File: src/rtl/zelda_pkg.sv
// Shared types and constants for the sprite draw path.
package zelda_pkg;

  localparam int COLOUR_W = 6;
  localparam int X_W      = 9;
  localparam int Y_W      = 8;

  localparam logic ON  = 1'b1;
  localparam logic OFF = 1'b0;

  typedef enum logic [1:0] {
    SEQ_IDLE   = 2'd0,
    SEQ_SELECT = 2'd1,
    SEQ_RUN    = 2'd2,
    SEQ_DONE   = 2'd3
  } seq_state_e;

endpackage

File: src/rtl/priority_select.sv
// Combinational finder: lowest set bit of mask at an index >= start.
module priority_select #(
  parameter int N  = 3,
  parameter int IW = $clog2(N + 1)
) (
  input  logic [N-1:0]  mask,
  input  logic [IW-1:0] start,
  output logic          found,
  output logic [IW-1:0] index
);

  // Scan from the top down so the lowest qualifying index is the last one written.
  always_comb begin
    found = 1'b0;
    index = '0;
    for (int i = N - 1; i >= 0; i--) begin
      if (mask[i] && (i >= int'(start))) begin
        found = 1'b1;
        index = IW'(i);
      end
    end
  end

endmodule

File: src/rtl/enemy_draw_sequencer.sv
// Grants the shared VGA write port to enemy sprite drawers one at a time,
// skipping dead enemies, and reports a single draw_done per draw phase.
module enemy_draw_sequencer #(
  parameter int NUM_ENEMIES = 3,
  parameter int COLOUR_W    = zelda_pkg::COLOUR_W,
  parameter int X_W         = zelda_pkg::X_W,
  parameter int Y_W         = zelda_pkg::Y_W,
  parameter int TIMEOUT     = 1023
) (
  input  logic                            clock,
  input  logic                            reset,
  input  logic                            draw,
  input  logic [NUM_ENEMIES-1:0]          alive,
  input  logic [NUM_ENEMIES-1:0]          enemy_done,
  input  logic [NUM_ENEMIES*COLOUR_W-1:0] enemy_colour,
  input  logic [NUM_ENEMIES*X_W-1:0]      enemy_x,
  input  logic [NUM_ENEMIES*Y_W-1:0]      enemy_y,
  input  logic [NUM_ENEMIES-1:0]          enemy_write,
  output logic [NUM_ENEMIES-1:0]          draw_start,
  output logic [COLOUR_W-1:0]             colour,
  output logic [X_W-1:0]                  x_draw,
  output logic [Y_W-1:0]                  y_draw,
  output logic                            VGA_write,
  output logic                            draw_done,
  output logic                            timeout_err
);
  import zelda_pkg::*;

  localparam int TW = $clog2(TIMEOUT + 1);
  localparam int IW = $clog2(NUM_ENEMIES + 1);

  seq_state_e             state_q, state_d;
  logic [IW-1:0]          idx_q, idx_d;
  logic [IW-1:0]          cur_q, cur_d;
  logic [TW-1:0]          timer_q, timer_d;
  logic [NUM_ENEMIES-1:0] mask_q, mask_d;
  logic                   err_q, err_d;

  logic                   sel_found;
  logic [IW-1:0]          sel_index;

  priority_select #(.N(NUM_ENEMIES), .IW(IW)) u_sel (
    .mask  (mask_q),
    .start (idx_q),
    .found (sel_found),
    .index (sel_index)
  );

  // State register; reset may land mid-grant and returns everything to idle.
  always_ff @(posedge clock) begin
    if (reset) begin
      state_q <= SEQ_IDLE;
      idx_q   <= '0;
      cur_q   <= '0;
      timer_q <= '0;
      mask_q  <= '0;
      err_q   <= OFF;
    end else begin
      state_q <= state_d;
      idx_q   <= idx_d;
      cur_q   <= cur_d;
      timer_q <= timer_d;
      mask_q  <= mask_d;
      err_q   <= err_d;
    end
  end

  // Next-state logic: draw low anywhere aborts to idle, keeping the error flag.
  always_comb begin
    state_d = state_q;
    idx_d   = idx_q;
    cur_d   = cur_q;
    timer_d = timer_q;
    mask_d  = mask_q;
    err_d   = err_q;
    case (state_q)
      SEQ_IDLE: begin
        if (draw) begin
          mask_d  = alive;
          idx_d   = '0;
          err_d   = OFF;
          state_d = SEQ_SELECT;
        end
      end
      SEQ_SELECT: begin
        if (!draw) begin
          state_d = SEQ_IDLE;
        end else if (sel_found) begin
          cur_d   = sel_index;
          timer_d = '0;
          state_d = SEQ_RUN;
        end else begin
          state_d = SEQ_DONE;
        end
      end
      SEQ_RUN: begin
        if (!draw) begin
          state_d = SEQ_IDLE;
        end else begin
          timer_d = timer_q + TW'(1);
          // timer_q==0 is the first grant cycle: a done level left over from
          // the previous frame must not end this grant.
          if ((timer_q != '0) &&
              (enemy_done[cur_q] || (timer_q == TW'(TIMEOUT)))) begin
            idx_d   = cur_q + IW'(1);
            state_d = SEQ_SELECT;
            if (timer_q == TW'(TIMEOUT)) err_d = ON;
          end
        end
      end
      SEQ_DONE: begin
        if (!draw) state_d = SEQ_IDLE;
      end
      default: state_d = SEQ_IDLE;
    endcase
  end

  // Output mux: only the granted drawer reaches the VGA port.
  always_comb begin
    draw_start  = '0;
    colour      = '0;
    x_draw      = '0;
    y_draw      = '0;
    VGA_write   = OFF;
    draw_done   = (state_q == SEQ_DONE);
    timeout_err = err_q;
    if (state_q == SEQ_RUN) begin
      draw_start = {{(NUM_ENEMIES-1){1'b0}}, 1'b1} << cur_q;
      colour     = enemy_colour[int'(cur_q)*COLOUR_W +: COLOUR_W];
      x_draw     = enemy_x[int'(cur_q)*X_W +: X_W];
      y_draw     = enemy_y[int'(cur_q)*Y_W +: Y_W];
      VGA_write  = enemy_write[cur_q];
    end
  end

endmodule

File: config.mk
export PLATFORM = sky130hd
export DESIGN_NAME = enemy_draw_sequencer
export DESIGN_NICKNAME = d
export VERILOG_FILES = /design/src/rtl/zelda_pkg.sv /design/src/rtl/priority_select.sv /design/src/rtl/enemy_draw_sequencer.sv
export SDC_FILE = /design/constraint.sdc
export NUM_CORES = 1
export LEC_CHECK = 0
export CELL_PAD_IN_SITES_DETAIL_PLACEMENT = 1
export CELL_PAD_IN_SITES_GLOBAL_PLACEMENT = 1
export CORE_UTILIZATION = 25
export DETAILED_ROUTE_END_ITERATION = 10
export GPL_ROUTABILITY_DRIVEN = 0
export HOLD_SLACK_MARGIN = 0.1
export PLACE_DENSITY = 0.78
export SKIP_CTS_REPAIR_TIMING = 1
export SYNTH_ARGS = -nofsm -noshare
export SYNTH_HDL_FRONTEND = slang
export SYNTH_HIERARCHICAL = 1
export SYNTH_SLANG_ARGS = --single-unit
File: constraint.sdc
create_clock -name clock -period 2.2 [get_ports clock]
set_input_delay 0.33 -clock clock [delete_from_list [all_inputs] [get_ports clock]]
set_output_delay 0.33 -clock clock [all_outputs]
set_load 0.02 [all_outputs]
---- Word level (Yosys, flattened, before mapping) ----
Index checks and enable logic that the tools add are counted.
cells by class
  equal/unequal tests ..................... 12
  multipliers ............................. 2
  add/subtract/negate cells ............... 2
  magnitude comparators ................... 4
  shifts and indexed selects .............. 4
  muxes and demuxes ....................... 35
  reductions and logical operators ........ 15
operator list
  cell                                                                  count
  10-bit two-way mux                                                    3
  27-bit by 7-bit indexed part select with 9-bit output                 1
  24-bit by 6-bit indexed part select with 8-bit output                 1
  2-bit two-way mux                                                     11
  10-bit one-hot mux with 2 select lines                                1
  18-bit by 6-bit indexed part select with 6-bit output                 1
  2-bit inequality test, second input constant                          7
  1-bit two-way mux                                                     11
  10-bit by 1-bit adder with 10-bit output, second input constant       1
  10-bit equality test, second input constant                           1
  10-bit nonzero test                                                   1
  9-bit two-way mux                                                     1
  8-bit two-way mux                                                     1
  2-bit one-hot mux with 4 select lines                                 1
  4-bit AND reduction                                                   2
  2-bit by 4-bit multiplier with 6-bit output, second input constant    1
  6-bit two-way mux                                                     1
  3-bit AND reduction                                                   2
  5-bit AND reduction                                                   1
  1-bit binary-select mux with 2-bit select                             2
  2-bit equality test, second input constant                            2
  1-bit by 2-bit >= comparator with 1-bit output, first input constant  2
  1-bit logical AND                                                     4
  2-bit by 2-bit multiplier with 4-bit output, second input constant    1
  13 further kinds                                                      14
word-level totals
  register bits after elaboration ......... 20
  logic and storage cells ................. 80
  input bits .............................. 81
  output and inout bits ................... 29

---- Logic depth before layout (Yosys ltp) ----
Gate-level depths: netlist (run 1).
  word-level depth ........................ 8
  gate-level depth with buffers ........... 8

---- Hierarchy ----
Netlist (run 1), hierarchy kept.
by module, submodules not included
  module                instances  area each (µm²)  cells each
  enemy_draw_sequencer  1          1,687.9          233
  priority_select       1          56.3             9

---- Least setup slack after synthesis (run 1) ----
No wires, ideal clock.
  path type ............................... register to output
  start ................................... register cur_q[0]
  end ..................................... output port colour[0]
  slack ................................... 0.381 ns
  arrival time ............................ 1.489 ns
  required time ........................... 1.870 ns
  cell stages (with the launch flop) ...... 7
  cells stage by stage .................... dfxtp_1 buf_2 nor2b_1 clkbuf_1 clkbuf_1 a21oi_1 nor2_1
on the way
  word-level cells in the longest chain between the ends .. 3
ends and longest elaborated chain
  what                                                   RTL line                     text
  start: declaration                                     enemy_draw_sequencer.sv:34   logic [IW-1:0] cur_q, cur_d;
  start signal: assignment                               enemy_draw_sequencer.sv:61   cur_q <= cur_d;
  2-bit by 2-bit multiplier with 4-bit output            enemy_draw_sequencer.sv:129  colour = enemy_colour[int'(cur_q)*COLOUR_W +: COLOUR_W];
  18-bit by 6-bit indexed part select with 6-bit output  enemy_draw_sequencer.sv:129
  6-bit two-way mux                                      enemy_draw_sequencer.sv:127  if (state_q == SEQ_RUN) begin
  end: declaration                                       enemy_draw_sequencer.sv:20   output logic [COLOUR_W-1:0] colour,
No other way between the ends.

---- Worst setup path after layout (run 1) ----
  start ................................... register cur_q[0]
  end ..................................... output port draw_start[2]
on the way
  word-level cells in the longest chain between the ends .. 2
ends and longest elaborated chain
  what                                         RTL line                     text
  1-bit by 2-bit << shifter with 3-bit output  enemy_draw_sequencer.sv:128  draw_start = {{(NUM_ENEMIES-1){1'b0}}, 1'b1} << cur_q;
  3-bit two-way mux                            enemy_draw_sequencer.sv:127
  end: declaration                             enemy_draw_sequencer.sv:19   output logic [NUM_ENEMIES-1:0] draw_start,
No other way between the ends.

==> flow_summary_export.csv, run 1 <==
group,metric,value,unit
cts,h-tree-depth,1,
place,io_buffer_count,109,
yosys,synthFlopType,"dfxtp_1",
cts,cts_max_path_buffers,2,
global_route,grt_start_max_net_pins,26,
power_and_ir_drop,leakagePower,1.57,nW
worst_setup_path,critPathMaxFanout,12,
yosys,yosysWarnings,6,
sta,period_minus_slack,2.12,ns
cts,clock_latency,0.27,ns
sta,skew,0.00371,ns
routing,first_pass_iters,7,
layout,drive_gt1_share,6.30,%
cts,cts_made_buffers,3,
routing,routed_wl,6460,um
sta,finalSetupViolCount,0,
sta,relSlewSlack,68.1,%
yosys,synthDistinctLibCells,39,
cts,path_clk_slew,0.08,ns
cts,clock_sinks,20,
global_route,grt_pass1_vias,2211,
cts,root_buffer,"clkbuf_8",
floorplan,initial_core_util,25.8,%
worst_setup_path,path_class,"flip-flop to output port",
sta,tightest_slew,0.477,ns
floorplan,io_pins,110,
worst_setup_path,regToRegSetupSlack,0.19,ns
sta,hold_ws,0.515,ns
yosys,netlist_instances,242,
place,dp.cells,425,
yosys,seq_area_frac_synth,23.0,%
status,violations,"DRC",
sta,drv_slew,0,
yosys,synth_edf_count,0,
hold_path,hold_depth,2,
cts,cts_tree,"yes",
routing,num_vias,2095,
hold_path,worstHoldStart,"idx_q[0]",
yosys,avgSynthCellArea,7.21,um^2
sta,rsz0062_at_grt,"false",
floorplan,dieArea,0.00731,mm^2
layout,utilization,46.1,%
yosys,synthArstFlopShare,0,%
power_and_ir_drop,cellPowerDensity,338,mW/mm^2
hold_path,hold_class,"flip-flop to flip-flop",
job,drv_cap,0,
power_and_ir_drop,p_total,1.05,mW
floorplan,core_area,0.00676,mm^2
yosys,ys_seq_elements,20,
layout,fin_cells,429,
layout,antenna_cells,0,
floorplan,die_y,85.5,um
floorplan,core.rowCount,30,
worst_setup_path,r2r-end,"timer_q[5]",
routing,dr.first_iter.drc_count,70,
global_route,grt.total_usage,17.9,%
sta,hold_violations,0,
worst_setup_path,start_kind,"flip-flop",
place,hpwl,5270,um
worst_setup_path,end_kind,"output port",
status,status,"finished, violations left",
global_route,grt_pass1_wl,10400,um
worst_setup_path,cp.arrival,1.79,ns
sta,max_freq,472,MHz
routing,ant_nets,0,
sta,setup_tns,0,ns
worst_setup_path,rr_worst_depth,7,
global_route,overflow,0,
global_route,grt_antenna_before_repair,0,
worst_setup_path,required,1.87,ns
layout,layout.nets,436,
layout,layout-area-overhead-vs-synth,78.6,%
routing,via_per_inst,4.88,
routing,drc,1,
floorplan,die_w,85.5,um
power_and_ir_drop,ir_drop,0.198,mV
sta,period_share,96.4,%
yosys,syn_area,0.00174,mm^2
yosys,synth_fp_nets,328,
routing,wl_per_cell,15.0,um
worst_setup_path,worstReg2RegStart,"idx_q[1]",
hold_path,hold_end,"idx_q[0]",
-- cells by family (layout without fill, tap and decap cells) --
group           after synthesis  in the layout  share of synthesized area, %
buf+inv                      23            130                          6.67
fa+ha+maj                     5              5                          3.59
simple gates                113            113                          30.8
compound gates               46             46                          16.3
xor+xnor                      5              5                          2.51
mux                          30             30                          17.2
flops                        20             20                          23.0
-- state kept, by name, indices dropped and copies added (netlist names) --
register,flops
timer_q,10
mask_q,3
cur_q,2
idx_q,2
state_q,2
timeout_err,1
-- cells in the mapped netlist (3+ instances only) --
library cell | instances | area share (%)
nor3_1 | 3 | 0.86
o21ai_0 | 3 | 0.86
xor2_1 | 5 | 2.5
nor2_1 | 64 | 14
nand3_1 | 3 | 0.86
inv_1 | 5 | 1.1
a21oi_1 | 31 | 8.9
nor2b_1 | 4 | 1.4
nand2_1 | 15 | 3.2
buf_2 | 4 | 1.1
ha_1 | 5 | 3.6
clkbuf_1 | 7 | 1.5
dfxtp_1 | 20 | 23
mux2i_1 | 30 | 17
and2_1 | 6 | 2.2
buf_6 | 3 | 1.9
o211ai_1 | 4 | 1.7
-- final cells by class --
type                    instances  area [um^2]
well taps                      80          100
multi-input cells             199         1230
clock buffers                   3         41.3
repair buffers                121         1290
inverters                       5         18.8
clock inverters                 1         30.0
fillers                       815         3640
flip-flops and latches         20          402
-- metal layers --
layer	up-vias	wire [um]	global-route usage (%)
li1	1043	-	-
met1	980	2630	20.9
met2	66	3440	32.4
met3	6	296	3.18
met4	0	95	7.42
met5	-	0	0
-- critical path: stages (launching register included) --
cell and delay (ns):
dfxtp_1 0.36, buf_4 0.20, inv_1 0.10, ha_1 0.19
and2_1 0.13, clkdlybuf4s50_1 0.55
-- cell usage in the layout (no fill, tap or decap), types with 2 or more instances in the layout --
| master | n |
|---|---|
| clkdlybuf4s50_1 | 84 |
| nor2_1 | 64 |
| a21oi_1 | 31 |
| mux2i_1 | 30 |
| dlymetal6s2s_1 | 25 |
| dfxtp_1 | 19 |
| nand2_1 | 15 |
| buf_4 | 8 |
| and2_1 | 6 |
| inv_1 | 5 |
| xor2_1 | 5 |
| ha_1 | 5 |
| o211ai_1 | 4 |
| buf_12 | 4 |
| nor2b_1 | 3 |
| o21ai_0 | 3 |
| nand3_1 | 3 |
| nor3_1 | 3 |
| clkbuf_8 | 3 |
| nor2b_2 | 2 |
| or2b_1 | 2 |
| nand4b_1 | 2 |
| nand3b_1 | 2 |
| o21a_1 | 2 |
| o2111ai_1 | 2 |
| or4_1 | 2 |
-- where the power goes --
group          total (mW)  switching, mW  leakage (nW)  internal [mW]
sequential          0.374        0.00582         0.162          0.368
clock               0.375          0.132        0.0357          0.243
combinational       0.303          0.110          1.37          0.193
-- worst max-delay path by stage --
stage | start | endpoint | depth (start not counted)
6_report | cur_q[0] | draw_start[2] | 5
5_1_grt | cur_q[0] | draw_start[2] | 5
4_1_cts | cur_q[1] | y_draw[5] | 6
3_5_place_dp | draw | timer_q[5] | 5
3_3_place_gp | enemy_colour[16] | colour[4] | 6
2_1_floorplan | cur_q[0] | colour[0] | 6
-- metrics by stage --
step	area, um^2	setup slack (ns)
final	3120	0.0795
after global routing	3120	0.0111
after CTS	3050	-0.0587
after detailed placement	2980	0.108
after global placement	2980	0.177
after floorplan	1740	0.381
No activity file was read; power rests on OpenSTA's default activity.
==> run 2: changes to the inputs <==
- CTS_CLUSTER_DIAMETER: not set -> 100
- REMOVE_ABC_BUFFERS: not set -> 1
- SKIP_CTS_REPAIR_TIMING: 1 -> not set
==> run 2 against run 1 <==
  * Global-route usage hardly changed
  * Sequential power about the same
  * Critical path type unchanged
  * Maximum frequency rose by 3.3%
  * First-iteration DRC count decreased by 33%
  * Non-clock buffer count up 2
  * Design area fell by 1.6%
  * Largest power group is now sequential cells
  * Core utilization fell by 0.74 points
  * The run now ends clean
  * Combinational power hardly changed
  * Wire length increased by 2.4%
==> flow_summary_export.csv, run 2 (synthesized netlist as in run 1, its figures left out) <==
group,metric,value,unit
global_route,grt_start_max_net_pins,25,
worst_setup_path,slowest_stage,"clkdlybuf4s50_1",
hold_path,hold_depth,2,
worst_setup_path,end_kind,"output port",
floorplan,core_area,0.00676,mm^2
global_route,overflow,0,
layout,antenna_cells,0,
cts,postCtsSetupRepairBufs,0,
hold_path,hold_end,"timer_q[9]",
global_route,grt_pass1_wl,10700,um
floorplan,io_pins,110,
status,status,"finished clean",
place,hpwl,5250,um
worst_setup_path,cp.arrival,1.72,ns
sta,tightest_slew,0.494,ns
worst_setup_path,rr_worst_depth,7,
worst_setup_path,cpPeakStageDelay,0.63,ns
sta,hold_violations,0,
worst_setup_path,worstReg2RegStart,"idx_q[1]",
layout,layout_common_cells,"clkdlybuf4s50_1, nor2_1, a21oi_1",
sta,period_share,93.3,%
layout,fillers,841,
routing,ant_nets,0,
worst_setup_path,start_kind,"flip-flop",
routing,num_vias,2140,
floorplan,die_w,85.5,um
power_and_ir_drop,ir_drop,0.215,mV
worst_setup_path,path_class,"flip-flop to output port",
routing,drc,0,
routing,via_per_inst,4.97,
floorplan,initial_core_util,25.8,%
layout,seq_area,402,um^2
layout,final_cell_area,0.00307,mm^2
cts,clock_latency,0.26,ns
worst_setup_path,regToRegSetupSlack,0.26,ns
worst_setup_path,critPathMaxFanout,13,
cts,root_buffer,"clkbuf_8",
cts,cts_max_path_buffers,2,
routing,routed_wl,6610,um
layout,drive_gt1_share,7.12,%
cts,clock_sinks,20,
global_route,grt_antenna_before_repair,0,
layout,layout.nets,438,
layout,layout-area-overhead-vs-synth,75.8,%
routing,first_pass_iters,4,
worst_setup_path,r2r-end,"timer_q[7]",
worst_setup_path,cp_cell_sequence,"buf_4, ha_1, and2_1, clkdlybuf4s50_1",
layout,multi_input_area,0.00123,mm^2
power_and_ir_drop,leakagePower,1.40,nW
sta,hold_ws,0.520,ns
worst_setup_path,cp_num_buf_inv,2,
sta,skew,0.00871,ns
place,io_buffer_count,109,
routing,dr.first_iter.drc_count,47,
floorplan,die_y,85.5,um
global_route,grt_pass1_vias,2217,
routing,wl_per_cell,15.3,um
floorplan,core.rowCount,30,
layout,largest_reg_flops,10,
floorplan,dieArea,0.00731,mm^2
worst_setup_path,required,1.87,ns
global_route,grt.total_usage,17.9,%
job,drv_cap,0,
layout,regMostFlops,"timer_q",
layout,layout_commonest_cell,"clkdlybuf4s50_1",
cts,path_clk_slew,0.08,ns
cts,h-tree-depth,1,
worst_setup_path,critPathTopFamily,"buffers and inverters",
power_and_ir_drop,p_total,1.04,mW
layout,reg.largest.list,"timer_q: 10 flops, mask_q: 3 flops",
cts,cts_tree,"yes",
hold_path,hold_class,"flip-flop to flip-flop",
sta,finalSetupViolCount,0,
sta,drv_slew,0,
sta,relSlewSlack,66.9,%
cts,cts_made_buffers,3,
hold_path,worstHoldStart,"timer_q[9]",
sta,max_freq,487,MHz
sta,period_minus_slack,2.05,ns
sta,rsz0062_at_grt,"false",
place,place_area,0.00297,mm^2
power_and_ir_drop,cellPowerDensity,340,mW/mm^2
==> run 2: cell types whose count changed in the layout (fill, tap and decap cells not counted) <==
cell	before	now
buf_12	4	2
buf_4	8	10
clkdlybuf4s50_1	84	83
nor2b_2	2	3
dlymetal6s2s_1	25	12
dlygate4sd2_1	0	14
nor2b_1	3	2
buf_6	0	2
==> run 2: worst max path at each step <==
| stage | startpoint | end | slack [ns] | cells after the start |
|---|---|---|---|---|
| after global placement | enemy_x[18] | x_draw[0] | 0.16 | 6 |
| after floorplan | cur_q[1] | VGA_write | -0.32 | 3 |
| after global routing | state_q[1] | draw_start[1] | 0.06 | 4 |
| after CTS | state_q[1] | x_draw[5] | 0.003 | 4 |
| final | cur_q[0] | draw_start[1] | 0.15 | 4 |
| after detailed placement | enemy_x[19] | x_draw[1] | 0.1 | 6 |
==> run 2: repair_timing <==
item,in CTS,in global routing
hold buffers,0,0
gates resized for setup,17,13
endpoints found under the setup margin,25,13
==> run 2: per-layer routing <==
layer	part of all wire [%]	vias up	GRT usage [%]
met1	43	1014	22.6
li1	-	1050	-
met2	51	66	32.0
met5	0	-	0
met3	4.1	10	2.12
met4	1.8	0	5.15
==> run 2: stage by stage <==
stage / util [%] / std cells / TNS, ns / worst slack, ns
6_report: 45.4 / 431 / 0 / 0.148
5_1_grt: 45.4 / 431 / 0 / 0.0604
4_1_cts: 44.9 / 431 / 0 / 0.00262
3_5_place_dp: 44.0 / 427 / 0 / 0.0978
3_3_place_gp: 44.0 / 427 / 0 / 0.156
2_1_floorplan: - / 224 / -8.55 / -0.323
==> run 2: worst reg2reg max path, cell delays in order (launching register included) <==
cell and delay (ns):
dfxtp_1 0.36, inv_1 0.08, a21oi_1 0.06, o22ai_1 0.30
and4b_1 0.33, o2111ai_4 0.17, or4_1 0.51, nand2_1 0.08
==> run 2: power breakdown <==
part / internal (mW) / switching, mW
sequential: 0.368 / 0.00552
combinational: 0.190 / 0.111
clock: 0.243 / 0.125
total: 0.801 / 0.242
==> run 2: final cells by class <==
type                       count  share of cell area (%)
sequential                    20                    13.1
tap                           80                    3.27
clock inverter                 1                   0.980
multi-input combinational    199                    40.2
timing repair buffer         123                    40.5
inverter                       5                   0.612
clock buffer                   3                    1.35
==> run 3: changes to the inputs <==
- CAP_MARGIN: not set -> 20
==> results of run 3 <==
The final DEF is identical to that of run 2; final timing and power are the same.
